[src/rtl/if_fetch_if.sv]
// Instruction-memory bus between the fetch stage and the instruction memory.
// A single request is accepted on req & gnt; its data returns later on rvalid.
interface if_fetch_if #(
   parameter int ADDR_W = 32,
   parameter int DATA_W = 32
);
   logic              req;
   logic [ADDR_W-1:0] addr;
   logic              gnt;
   logic              rvalid;
   logic [DATA_W-1:0] rdata;

   modport master (
      output req, addr,
      input  gnt, rvalid, rdata
   );

   modport slave (
      input  req, addr,
      output gnt, rvalid, rdata
   );
endinterface

[src/rtl/if_fetch.sv]
// Instruction fetch stage: one outstanding imem request at a time, IF/ID register,
// PC freeze request while a fetch is in flight, and wrong-path discard on a taken branch.
module if_fetch #(
   parameter int                ADDR_W  = 32,
   parameter int                DATA_W  = 32,
   parameter int                STALL_W = 6,
   parameter logic [DATA_W-1:0] NOP     = 32'h0000_0013
) (
   input  logic               clk,
   input  logic               rst,
   input  logic [STALL_W-1:0] stall_i,
   input  logic               flush_i,
   input  logic [ADDR_W-1:0]  pc_i,
   if_fetch_if.master         imem,
   output logic               stallreq_o,
   output logic [ADDR_W-1:0]  id_pc_o,
   output logic [DATA_W-1:0]  id_inst_o,
   output logic               id_valid_o
);

   typedef enum logic [1:0] {
      REQ,
      WAIT,
      HOLD,
      DROP
   } state_t;

   state_t            state;
   state_t            state_nxt;
   logic [ADDR_W-1:0] pend_pc;
   logic [ADDR_W-1:0] buf_pc;
   logic [DATA_W-1:0] buf_inst;
   logic              buf_we;
   logic              load;
   logic [ADDR_W-1:0] load_pc;
   logic [DATA_W-1:0] load_inst;
   logic              hold_id;
   logic              unused_stall;

   assign hold_id      = stall_i[1];
   assign unused_stall = ^{stall_i[STALL_W-1:2], stall_i[0]};

   // NOTE: every signal gets a default before the case so no path leaves one unassigned (no latch).
   always_comb begin
      state_nxt = state;
      buf_we    = 1'b0;
      load      = 1'b0;
      load_pc   = pend_pc;
      load_inst = imem.rdata;
      case (state)
         REQ: begin
            if (imem.gnt) state_nxt = flush_i ? DROP : WAIT;
         end
         WAIT: begin
            if (imem.rvalid) begin
               if (flush_i) begin
                  state_nxt = REQ;
               end else if (hold_id) begin
                  buf_we    = 1'b1;
                  state_nxt = HOLD;
               end else begin
                  load      = 1'b1;
                  state_nxt = REQ;
               end
            end else if (flush_i) begin
               state_nxt = DROP;
            end
         end
         HOLD: begin
            if (flush_i) begin
               state_nxt = REQ;
            end else if (!hold_id) begin
               load      = 1'b1;
               load_pc   = buf_pc;
               load_inst = buf_inst;
               state_nxt = REQ;
            end
         end
         DROP: begin
            // The wrong-path response must still be absorbed before a new request.
            if (imem.rvalid) state_nxt = REQ;
         end
         default: state_nxt = REQ;
      endcase
   end

   assign imem.req   = !rst && (state == REQ);
   assign imem.addr  = pc_i;
   assign stallreq_o = !rst && !load && !flush_i;

   // NOTE: sequential state uses non-blocking assignments so all registers update together on the edge.
   always_ff @(posedge clk) begin
      if (rst) begin
         state      <= REQ;
         pend_pc    <= '0;
         buf_pc     <= '0;
         buf_inst   <= NOP;
         id_pc_o    <= '0;
         id_inst_o  <= NOP;
         id_valid_o <= 1'b0;
      end else begin
         state <= state_nxt;
         if ((state == REQ) && imem.gnt && !flush_i) pend_pc <= pc_i;
         if (buf_we) begin
            buf_pc   <= pend_pc;
            buf_inst <= imem.rdata;
         end
         if (flush_i) begin
            id_valid_o <= 1'b0;
            id_inst_o  <= NOP;
         end else if (!hold_id) begin
            if (load) begin
               id_pc_o    <= load_pc;
               id_inst_o  <= load_inst;
               id_valid_o <= 1'b1;
            end else begin
               id_valid_o <= 1'b0;
               id_inst_o  <= NOP;
            end
         end
      end
   end

endmodule
[src/flat_wrapper.sv]
// flat-port wrapper written by rule: the top's interface ports become plain ports
module if_fetch_flat 
#(
   parameter int                ADDR_W  = 32,
   parameter int                DATA_W  = 32,
   parameter int                STALL_W = 6,
   parameter logic [DATA_W-1:0] NOP     = 32'h0000_0013
)
  (clk, rst, stall_i, flush_i, pc_i, stallreq_o, id_pc_o, id_inst_o, id_valid_o, imem_req, imem_addr, imem_gnt, imem_rvalid, imem_rdata);
  if_fetch_if #(.ADDR_W(ADDR_W), .DATA_W(DATA_W)) imem_i ();
  input  logic clk;
  input  logic rst;
  input  logic [STALL_W-1:0] stall_i;
  input  logic flush_i;
  input  logic [ADDR_W-1:0] pc_i;
  output logic stallreq_o;
  output logic [ADDR_W-1:0] id_pc_o;
  output logic [DATA_W-1:0] id_inst_o;
  output logic id_valid_o;
  output wire logic [$bits(imem_i.req)-1:0] imem_req;
  output wire logic [$bits(imem_i.addr)-1:0] imem_addr;
  input wire logic [$bits(imem_i.gnt)-1:0] imem_gnt;
  input wire logic [$bits(imem_i.rvalid)-1:0] imem_rvalid;
  input wire logic [$bits(imem_i.rdata)-1:0] imem_rdata;
  assign imem_req = imem_i.req;
  assign imem_addr = imem_i.addr;
  assign imem_i.gnt = imem_gnt;
  assign imem_i.rvalid = imem_rvalid;
  assign imem_i.rdata = imem_rdata;
  if_fetch #(.ADDR_W(ADDR_W), .DATA_W(DATA_W), .STALL_W(STALL_W), .NOP(NOP)) u_core (.clk(clk), .rst(rst), .stall_i(stall_i), .flush_i(flush_i), .pc_i(pc_i), .imem(imem_i), .stallreq_o(stallreq_o), .id_pc_o(id_pc_o), .id_inst_o(id_inst_o), .id_valid_o(id_valid_o));
endmodule
[config.mk]
export PLATFORM = sky130hd
export DESIGN_NAME = if_fetch_flat
export DESIGN_NICKNAME = d
export VERILOG_FILES = /design/src/rtl/if_fetch_if.sv /design/src/rtl/if_fetch.sv /design/src/flat_wrapper.sv
export SDC_FILE = /design/constraint.sdc
export NUM_CORES = 1
export LEC_CHECK = 0
export ABC_AREA = 1
export CAP_MARGIN = 20
export CORE_MARGIN = 1.5
export CORE_UTILIZATION = 25
export DETAILED_ROUTE_END_ITERATION = 10
export HOLD_SLACK_MARGIN = 0.05
export RECOVER_POWER = 100
export SYNTH_ARGS = -nofsm -noshare
export SYNTH_HDL_FRONTEND = slang
export SYNTH_SLANG_ARGS = --single-unit
[constraint.sdc]
create_clock -name clk -period 1.47 [get_ports clk]
set_input_delay 0.2205 -clock clk [delete_from_list [all_inputs] [get_ports clk]]
set_output_delay 0.2205 -clock clk [all_outputs]
set_load 0.02 [all_outputs]
# ---- Word-level counts from Yosys, hierarchy flattened
# Cells that the tools add are included.
dict set report op_classes {
  mux 22
  bitwise 2
  n_reduce_logical 12
  eq_ne 7
}
# operator n
set ops {}
lappend ops {{$mux 32} 3}
lappend ops {{$mux 2} 9}
lappend ops {{$mux 1} 8}
lappend ops {{$pmux 2 s4} 1}
lappend ops {{$ne 3x3->1 const B} 2}
lappend ops {{$logic_and 1x1->1} 5}
lappend ops {{$eq 2x2->1 const B} 2}
lappend ops {{$ne 2x2->1 const B} 2}
lappend ops {{$reduce_and 4->1} 1}
lappend ops {{$logic_not 1->1} 3}
lappend ops {{$reduce_and 3->1} 1}
lappend ops {{$eq 2x1->1 const B} 1}
lappend ops {{$logic_not 2->1} 1}
lappend ops {{$not 1->1} 2}
lappend ops {{$pmux 1 s2} 1}
lappend ops {{$reduce_or 2->1} 1}
dict set report totals {
  regBits 163
  inputBits 75
  wordCells 50
}

# ---- Depth between registers and ports, before layout
# Gate-level depths: netlist of run 1.
dict set report logic_depth {
  ltp_word 7
  ltp_mapped 10
  depth_no_buf 9
}

# ---- Worst setup path before layout of run 1
# No wires, ideal clock.
dict set report synth_path {
  path_kind {flip-flop to output port}
  from {reg u_core.state[0]}
  to {out stallreq_o}
  stages_incl_launch_ff 7
  arrival_ns 1.460
  required_ns 1.250
  slack_ns -0.211
  path_cell_list {dfxtp_1 > inv_1 > ha_1 > inv_2 > nand2_2 > buf_2 > a21oi_1}
}
dict set report synth_between {
  elab_chain_cells 5
  elab_cells_between_ends 6
  classes_between {2 x eq/ne; 1 x mux; 3 x reduce/logical}
}
# element line_no
set synth_rtl {}
lappend synth_rtl {{start: declaration} if_fetch.sv:28} ;# state_t state;
lappend synth_rtl {{start signal: assignment} if_fetch.sv:102} ;# state <= state_nxt;
lappend synth_rtl {{$eq 2x2->1 or $eq 2x1->1 (tied branches)} if_fetch.sv:50} ;# case (state)
lappend synth_rtl {{$pmux 1 s2 *} if_fetch.sv:50}
lappend synth_rtl {{$logic_not 1->1 *} if_fetch.sv:89} ;# assign stallreq_o = !rst && !load && !flush_i;
lappend synth_rtl {{$logic_and 1x1->1 * (2 in series)} if_fetch.sv:89}
lappend synth_rtl {{end: declaration} flat_wrapper.sv:16} ;# output logic stallreq_o;
# Every way passes the cells marked *; elsewhere a longest branch is shown, timed or not.

# ---- Worst setup path after layout of run 1
# Same ends and word-level chain as after synthesis.

==> Flow_metrics.wiki, run 1 <==
{| class="wikitable"
! Metric !! Value
|-
| Startpoint type of the worst setup path || register
|-
| Wire length of the first global-routing pass || 33140 µm
|-
| Wire length per cell || 16.07 µm
|-
| Relative slew slack || 72.33%
|-
| Number of diodes || 0
|-
| NetSw || between 5 and 6 mW
|-
| Clock sinks || 163
|-
| Type of the most critical hold path || in2reg
|-
| Number of fillers in the final layout || 2731
|-
| Maximum level of the CTS H-tree || 4
|-
| Final layout net count || between 1000 and 1500
|-
| Final min period || 1.704 ns
|-
| Vias per Instance || approximately 4.7
|-
| Die Width || 168.6 µm
|-
| Area share of fa/ha/maj cells after synthesis || less than 1%
|-
| Initial DRC Count || 410
|-
| Net Sw Frac || between 30% and 40%
|-
| DR pass1 iterations || 6
|-
| Dominant combinational cell family by area after synthesis || compound AO/OA/AOI/OAI gates
|-
| Worst Tran Pin Value || 0.4150 ns
|-
| Warnings, synthesis || 0
|-
| Cells after DPL || about 1400
|-
| Placer's final routability congestion estimate || roughly 0.77
|-
| Cells after synthesis || 908
|-
| Final HPWL DP || approximately 13000 µm
|-
| Power share of the combinational group || about a third
|-
| Via count || 6773
|-
| Hold-fix buffers at CTS || 0
|-
| Share of Yosys cell area claimed by the top area cell type || 47.59%
|-
| Area growth, synth to finish || 56.93%
|-
| Clock transition at the register clock pins on the worst setup and hold paths after CTS || 0.07 ns
|-
| Peak supply drop || 713.9 µV
|-
| Placed instance area || 0.008979 mm²
|-
| Area of the die || 0.02843 mm²
|-
| Sum of routed wire length over all layers || 23400 µm
|-
| Power per cell area || 1339 mW/mm²
|-
| Share of synthesized area occupied by flip-flops and latches || 47.59%
|-
| Num rows || 60
|-
| Post-route cell area || around 0.011 mm²
|-
| CTS tree || yes
|-
| Worst setup skew after layout || 0.007434 ns
|-
| Data arrival time of the critical path || 1.48 ns
|-
| Final count of negative-setup-slack endpoints || about 130
|-
| Xor and xnor fraction of the mapped netlist area || 0%
|-
| Total leakage power || 4.319 nW
|-
| Max Fanout on Critical Path || 2
|-
| Final Hold Viols || 0
|-
| Mux share of post-synthesis cell area || 0%
|-
| Largest net degree at the start of global routing || 63
|-
| # DRC || 0
|-
| Outcome || complete, but fails checks
|-
| Crit-path max cell delay || 0.35 ns
|-
| Internal power of the cells || 9.335 mW
|-
| Starting Density || between 20% and 30%
|-
| GRT Resource Usage Total || 14.76%
|-
| Yosys reg bits || 163
|-
| Synthesized cell area || 0.006857 mm²
|-
| Crit. End Element || primary output
|-
| Cell-by-cell listing of the critical path || inv_2 > buf_6 > ha_4 > inv_4 > nand2_4 > a21oi_4 > buf_6
|-
| Final clock period utilization by the worst path || 115.9%
|-
| Worst Setup Path Type || reg2out
|-
| Most frequent cell on the critical path || buf_6
|-
| Syn avg cell area || 7.551 µm²
|-
| Top-level I/O count || 174
|-
| Share of the synthesized area in compound gates (AO/OA/AOI/OAI) || 20.71%
|-
| Setup ws final || -0.2344 ns
|-
| Grt total ovfl || 0
|-
| Final cell count without fillers || 1456
|-
| Initial antenna violation count || 1
|-
| Deepest clock path buffer count || 2
|-
| Vias in the first global route || 6324
|-
| Req. time, crit path || 1.25 ns
|-
| Violations in the final reports || negative setup slack
|-
| Sequential group share of total power || around 34%
|-
| Number of flops mapped to enable cells by yosys || 0
|-
| Die H || 168.6 µm
|-
| Reported max-cap violation count || 0
|-
| Fraction of layout cells with a size suffix above 1 || 23.05%
|-
| Most common library cells after synthesis || 189 x nand2_1, 163 x dfxtp_1, 141 x a21oi_1, 108 x o21ai_0, 64 x nand3_1
|-
| CP max-delay cell || dfxtp_2
|-
| Quantity of I/O buffers inserted on ports || 168
|-
| Leading area contributor after synthesis || dfxtp_1
|-
| Leading cell types by total area after synthesis || dfxtp_1 48%, nand2_1 10%, a21oi_1 10%
|-
| Highest clock rate || ~590 MHz
|-
| Clock Latency Late Sink || ~0.42 ns
|-
| Syn Nets || 988
|-
| Number of CTS-inserted buffers || 17
|-
| Share of synthesized cell area in and, or, nand and nor gates || 18.08%
|-
| Main synth FF type || dfxtp_1
|-
| RSZ-0062 raised after global routing || yes
|-
| Number of max-slew violations in the final report || 0
|-
| Count of distinct cell types in the synthesized netlist || 23
|-
| Most common cell in the synthesized netlist || nand2_1
|-
| Antenna Violating Nets Remaining || 0
|-
| Core region area || between 0.02 and 0.03 mm²
|-
| Clock network fraction of design power || 31.4%
|-
| Root Driver || clkbuf_16
|-
| Post-synthesis async set-or-reset flop share || 0%
|}
-- repair_timing --
item,CTS,global route
pin swaps,7,18
resized for setup,150,177
buffers inserted,9,13
cloned,7,15
setup endpoints to repair,230,144
-- state kept, by name (all words and copies together), names as in the netlist --
signal             cells
u_core.pend_pc        32
u_core.id_valid_o      1
u_core.state           2
u_core.id_pc_o        32
u_core.buf_pc         32
u_core.id_inst_o      32
u_core.buf_inst       32
-- final timing paths --
check,startpoint,end,slack [ns],cells after the start
max,u_core.state[0],stallreq_o,-0.23,7
min,rst,u_core.id_inst_o[1],0.25,4
max reg2reg,u_core.state[0],u_core.id_inst_o[29],-0.23,10
min reg2reg,u_core.id_pc_o[23],u_core.id_pc_o[23],0.45,2
-- power groups by stage --
stage	Clock [mW]	Sequential [mW]	Combinational, mW
finish	4.53	4.95	4.93
global placement	0	5.00	3.62
detailed placement	0	5.01	3.67
floorplan	0	5.03	2.20
global route	4.82	4.99	5.32
CTS	4.65	4.92	4.14
-- per-layer routing --
layer  vias to the layer above  track usage, %  part of all wire, %
met1                      3220           19.35                   48
met5                         -               0                0.051
li1                       3357               -                    -
met4                         2           3.377                 0.60
met3                        12           3.834                  5.3
met2                       182           24.28                   46
-- placed cells by master, fill, tap and decap left out, types with 22 or more instances in the layout --
cell type / count
o21ai_1: 28
dlygate4sd2_1: 87
nand3_1: 54
dlygate4sd3_1: 23
a21oi_2: 22
dfxtp_1: 161
clkbuf_16: 29
clkdlybuf4s50_1: 45
o21ai_0: 72
nand2_1: 185
inv_1: 52
buf_4: 48
a21oi_1: 118
o21ai_2: 36
-- logic make-up after synthesis --
family,after synthesis
simple gates,297
flops,163
fa+ha+maj,5
compound gates,283
buf+inv,160
-- area by class of cell --
cell class / count / area (µm²) / share of cell area, %
clock inverter: 13 / 137.6 / 1.279
tap: 341 / 426.7 / 3.965
sequential: 163 / 3266 / 30.35
timing repair inverter: 2 / 22.52 / 0.2093
inverter: 60 / 256.5 / 2.384
timing repair buffer: 273 / 2964 / 27.55
multi-input combinational: 585 / 3234 / 30.06
clock buffer: 19 / 452.9 / 4.209
-- critical path, delay by kind of cell, from the launching register on --
family | cells | cell delay, ns
buffers and inverters | 4 | 0.36
DFF | 1 | 0.35
adders and majority gates | 1 | 0.15
AOI/OAI and AO/OA | 1 | 0.13
and+or+nand+nor | 1 | 0.07
-- stage by stage --
step                      utilization [%]  setup WS (ns)  setup TNS (ns)  hold slack (ns)  total power, mW
final                               39.93        -0.2344          -19.36           0.2467            14.41
after global routing                39.93        -0.2921          -29.78           0.2374            15.12
after CTS                           36.85        -0.2506          -16.90           0.2346            13.71
after detailed placement            33.31        -0.4514          -56.07           0.4522            8.673
after global placement              33.31        -0.4238          -53.14           0.4378            8.625
after floorplan                         -        0.01021               0           0.3466            7.231
Power figures use the tool's default switching activity.
==> run 2, diff against run 1 <==
==> constraint.sdc (replaced) <==
create_clock -name clk -period 1.47 [get_ports clk]
set_input_delay 0.294 -clock clk [delete_from_list [all_inputs] [get_ports clk]]
set_output_delay 0.294 -clock clk [all_outputs]
set_load 0.02 [all_outputs]
==> Flow_metrics.wiki, run 2 (synthesis gave the netlist of run 1 again) <==
{| class="wikitable"
! Metric !! Value
|-
| Vias in the first global route || 6598
|-
| Peak supply drop || roughly 650 µV
|-
| Final count of negative-setup-slack endpoints || 148
|-
| Data arrival time of the critical path || 1.54 ns
|-
| Final cell count without fillers || 1475
|-
| Final Hold Viols || 0
|-
| Clock sinks || 163
|-
| CTS tree || yes
|-
| Clock network fraction of design power || between 20% and 30%
|-
| Area growth, synth to finish || 76.64%
|-
| Fraction of layout cells with a size suffix above 1 || 38.45%
|-
| Startpoint type of the worst setup path || register
|-
| Deepest clock path buffer count || 2
|-
| CP max-delay cell || dfxtp_2
|-
| Power share of the combinational group || between 40% and 50%
|-
| Clock transition at the register clock pins on the worst setup and hold paths after CTS || roughly 0.070 ns
|-
| Total Power Consumption || 16.01 mW
|-
| Reported max-cap violation count || 0
|-
| Via count || 7026
|-
| Worst Tran Pin Value || 0.5841 ns
|-
| # DRC || 0
|-
| Final min period || 1.838 ns
|-
| Type of the most critical hold path || in2reg
|-
| Sum of negative setup slack || -26.52 ns
|-
| Core region area || 0.02695 mm²
|-
| NetSw || 5.800 mW
|-
| DR pass1 iterations || 4
|-
| Post-route cell area || around 0.012 mm²
|-
| Req. time, crit path || 1.18 ns
|-
| Delay-heaviest family, CP || flip-flops
|-
| Sum of routed wire length over all layers || 25600 µm
|-
| Startpoint of the worst register-to-register path || u_core.state[1]
|-
| Num rows || 60
|-
| Initial DRC Count || 360
|-
| Grt total ovfl || 0
|-
| Sink of the worst hold path || u_core.id_inst_o[1]
|-
| Initial antenna violation count || 0
|-
| Cells after DPL || 1383
|-
| Vias per Instance || 4.763
|-
| Die Width || approximately 170 µm
|-
| Area of the die || 0.02843 mm²
|-
| Number of cells on the worst reg-to-reg path || 11
|-
| Hold path start || rst
|-
| Setup ws final || -0.3678 ns
|-
| Cell-by-cell listing of the critical path || inv_2 > buf_6 > ha_4 > nand2_4 > nor2_8 > a21oi_4 > buf_6
|-
| Crit. End Element || primary output
|-
| Final layout net count || 1202
|-
| Net Sw Frac || between 30% and 40%
|-
| Number of max-slew violations in the final report || 0
|-
| Number of diodes || 0
|-
| Number of fillers in the final layout || 2563
|-
| Wire length per cell || 17.35 µm
|-
| Root Driver || clkbuf_16
|-
| Most frequent cell on the critical path || buf_6
|-
| Worst Setup Path Type || reg2out
|-
| Clock Latency Late Sink || 0.43 ns
|-
| Outcome || complete, but fails checks
|-
| Largest net degree at the start of global routing || 51
|-
| Count of buffer and inverter cells on the critical path || 3
|-
| Crit-path max cell delay || 0.33 ns
|-
| Number of CTS-inserted buffers || 17
|-
| Placed instance area || about 0.0090 mm²
|-
| Max Fanout on Critical Path || 2
|-
| Most common cell after layout, fill and taps aside || nand2_1
|-
| Total leakage power || 4.569 nW
|-
| Hold Crit Depth || 4
|-
| Sequential group share of total power || 31.0%
|-
| Relative slew slack || 61.06%
|-
| Violations in the final reports || negative setup slack
|-
| Quantity of I/O buffers inserted on ports || roughly 170
|-
| RSZ-0062 raised after global routing || yes
|-
| Placer's final routability congestion estimate || 0.7836
|-
| Top-level I/O count || 174
|-
| Highest clock rate || 544.1 MHz
|-
| Destination of the worst register-to-register timing path || u_core.id_pc_o[8]
|-
| Final clock period utilization by the worst path || 125.0%
|-
| Starting Density || 25.44%
|-
| Internal power of the cells || 10.21 mW
|-
| Die H || 168.6 µm
|-
| Worst setup skew after layout || 0.01080 ns
|-
| Wire length of the first global-routing pass || 35780 µm
|-
| Antenna Violating Nets Remaining || 0
|-
| Worst R2R Setup Slack || -0.31 ns
|-
| Power per cell area || about 1300 mW/mm²
|-
| GRT Resource Usage Total || 16.14%
|-
| Most used cells in the layout excluding fill and tap cells || 164 x nand2_1, 161 x dfxtp_1, 81 x a21oi_2
|-
| Maximum level of the CTS H-tree || 4
|-
| Final HPWL DP || approximately 13000 µm
|}
## run 2: cell types whose count changed in the layout (fill, tap and decap cells not counted), sizes merged
cell,before,now
clkdlybuf4s50,45,68
dlygate4sd3,23,0
buf,95,113
clkdlybuf4s15,0,16
dlygate4sd2,87,75
clkinv,5,1
clkinvlp,2,4
inv,67,65
bufbuf,0,1
bufinv,1,2
clkbuf,42,41
## run 2: area by class of cell
cell class	count	area (µm²)	share of cell area (%)
Clock buffer	19	452.9	3.740
Clock inverter	12	145.1	1.198
Inverter	60	241.5	1.994
Multi-Input combinational cell	585	4063	33.54
Sequential cell	163	3266	26.96
Tap cell	341	426.7	3.523
Timing Repair Buffer	295	3517	29.04
## run 2: tightest hold or removal path: cells and delay by family
kind                   cells  cell delay, ns
buffers and inverters      2            0.29
and+or+nand+nor            2            0.13
## run 2: worst max path at each step
stage | start | endpoint | slack (ns) | cells past startpoint
final | u_core.state[1] | stallreq_o | -0.37 | 7
after global routing | u_core.state[1] | stallreq_o | -0.41 | 7
after CTS | u_core.state[1] | stallreq_o | -0.34 | 7
after detailed placement | flush_i | u_core.id_inst_o[20] | -0.58 | 7
after global placement | flush_i | stallreq_o | -0.55 | 5
after floorplan | u_core.state[0] | stallreq_o | 0.02 | 6
## run 2: stage by stage
stage | utilization [%] | worst slack (ns) | hold WS [ns]
after CTS | 39.35 | -0.3371 | 0.3090
after floorplan | - | 0.01725 | 0.4201
final | 44.94 | -0.3678 | 0.3312
after global routing | 44.94 | -0.4129 | 0.3296
after detailed placement | 33.32 | -0.5810 | 0.4428
after global placement | 33.32 | -0.5507 | 0.4375
## run 2: metal layers
layer / wire length (µm) / vias to the layer above / GRT usage (%)
met2: 12510 / 225 / 26.68
met3: 1373 / 33 / 3.460
li1: - / 3405 / -
met5: 0 / - / 0
met4: 380 / 0 / 4.387
met1: 11330 / 3363 / 21.26
## run 2: repair_timing
action / in CTS / in global routing
setup endpoints to repair: 229 / 148
cloned: 20 / 17
pin swaps: 7 / 98
hold buffers: 0 / 0
buffers inserted: 25 / 20
resized for setup: 205 / 400
## run 2: power by group through the flow
stage	Sequential, mW	Combinational, mW	Clock, mW
2_1_floorplan	5.04	2.22	0
6_report	4.96	6.45	4.60
5_1_grt	4.99	6.86	4.86
4_1_cts	4.92	4.78	4.69
3_5_place_dp	5.02	3.55	0
3_3_place_gp	5.01	3.51	0
==> run 3, diff against run 2 <==
--- a/config.mk
+++ b/config.mk
@@ -6,7 +6,7 @@
 export NUM_CORES = 1
 export LEC_CHECK = 0
 export ABC_AREA = 1
-export CAP_MARGIN = 20
+export CAP_MARGIN = 10
 export CORE_MARGIN = 1.5
 export CORE_UTILIZATION = 25
 export DETAILED_ROUTE_END_ITERATION = 10
==> results of run 3 <==
Same layout as run 2: the final DEF is identical, and so are final timing and power.
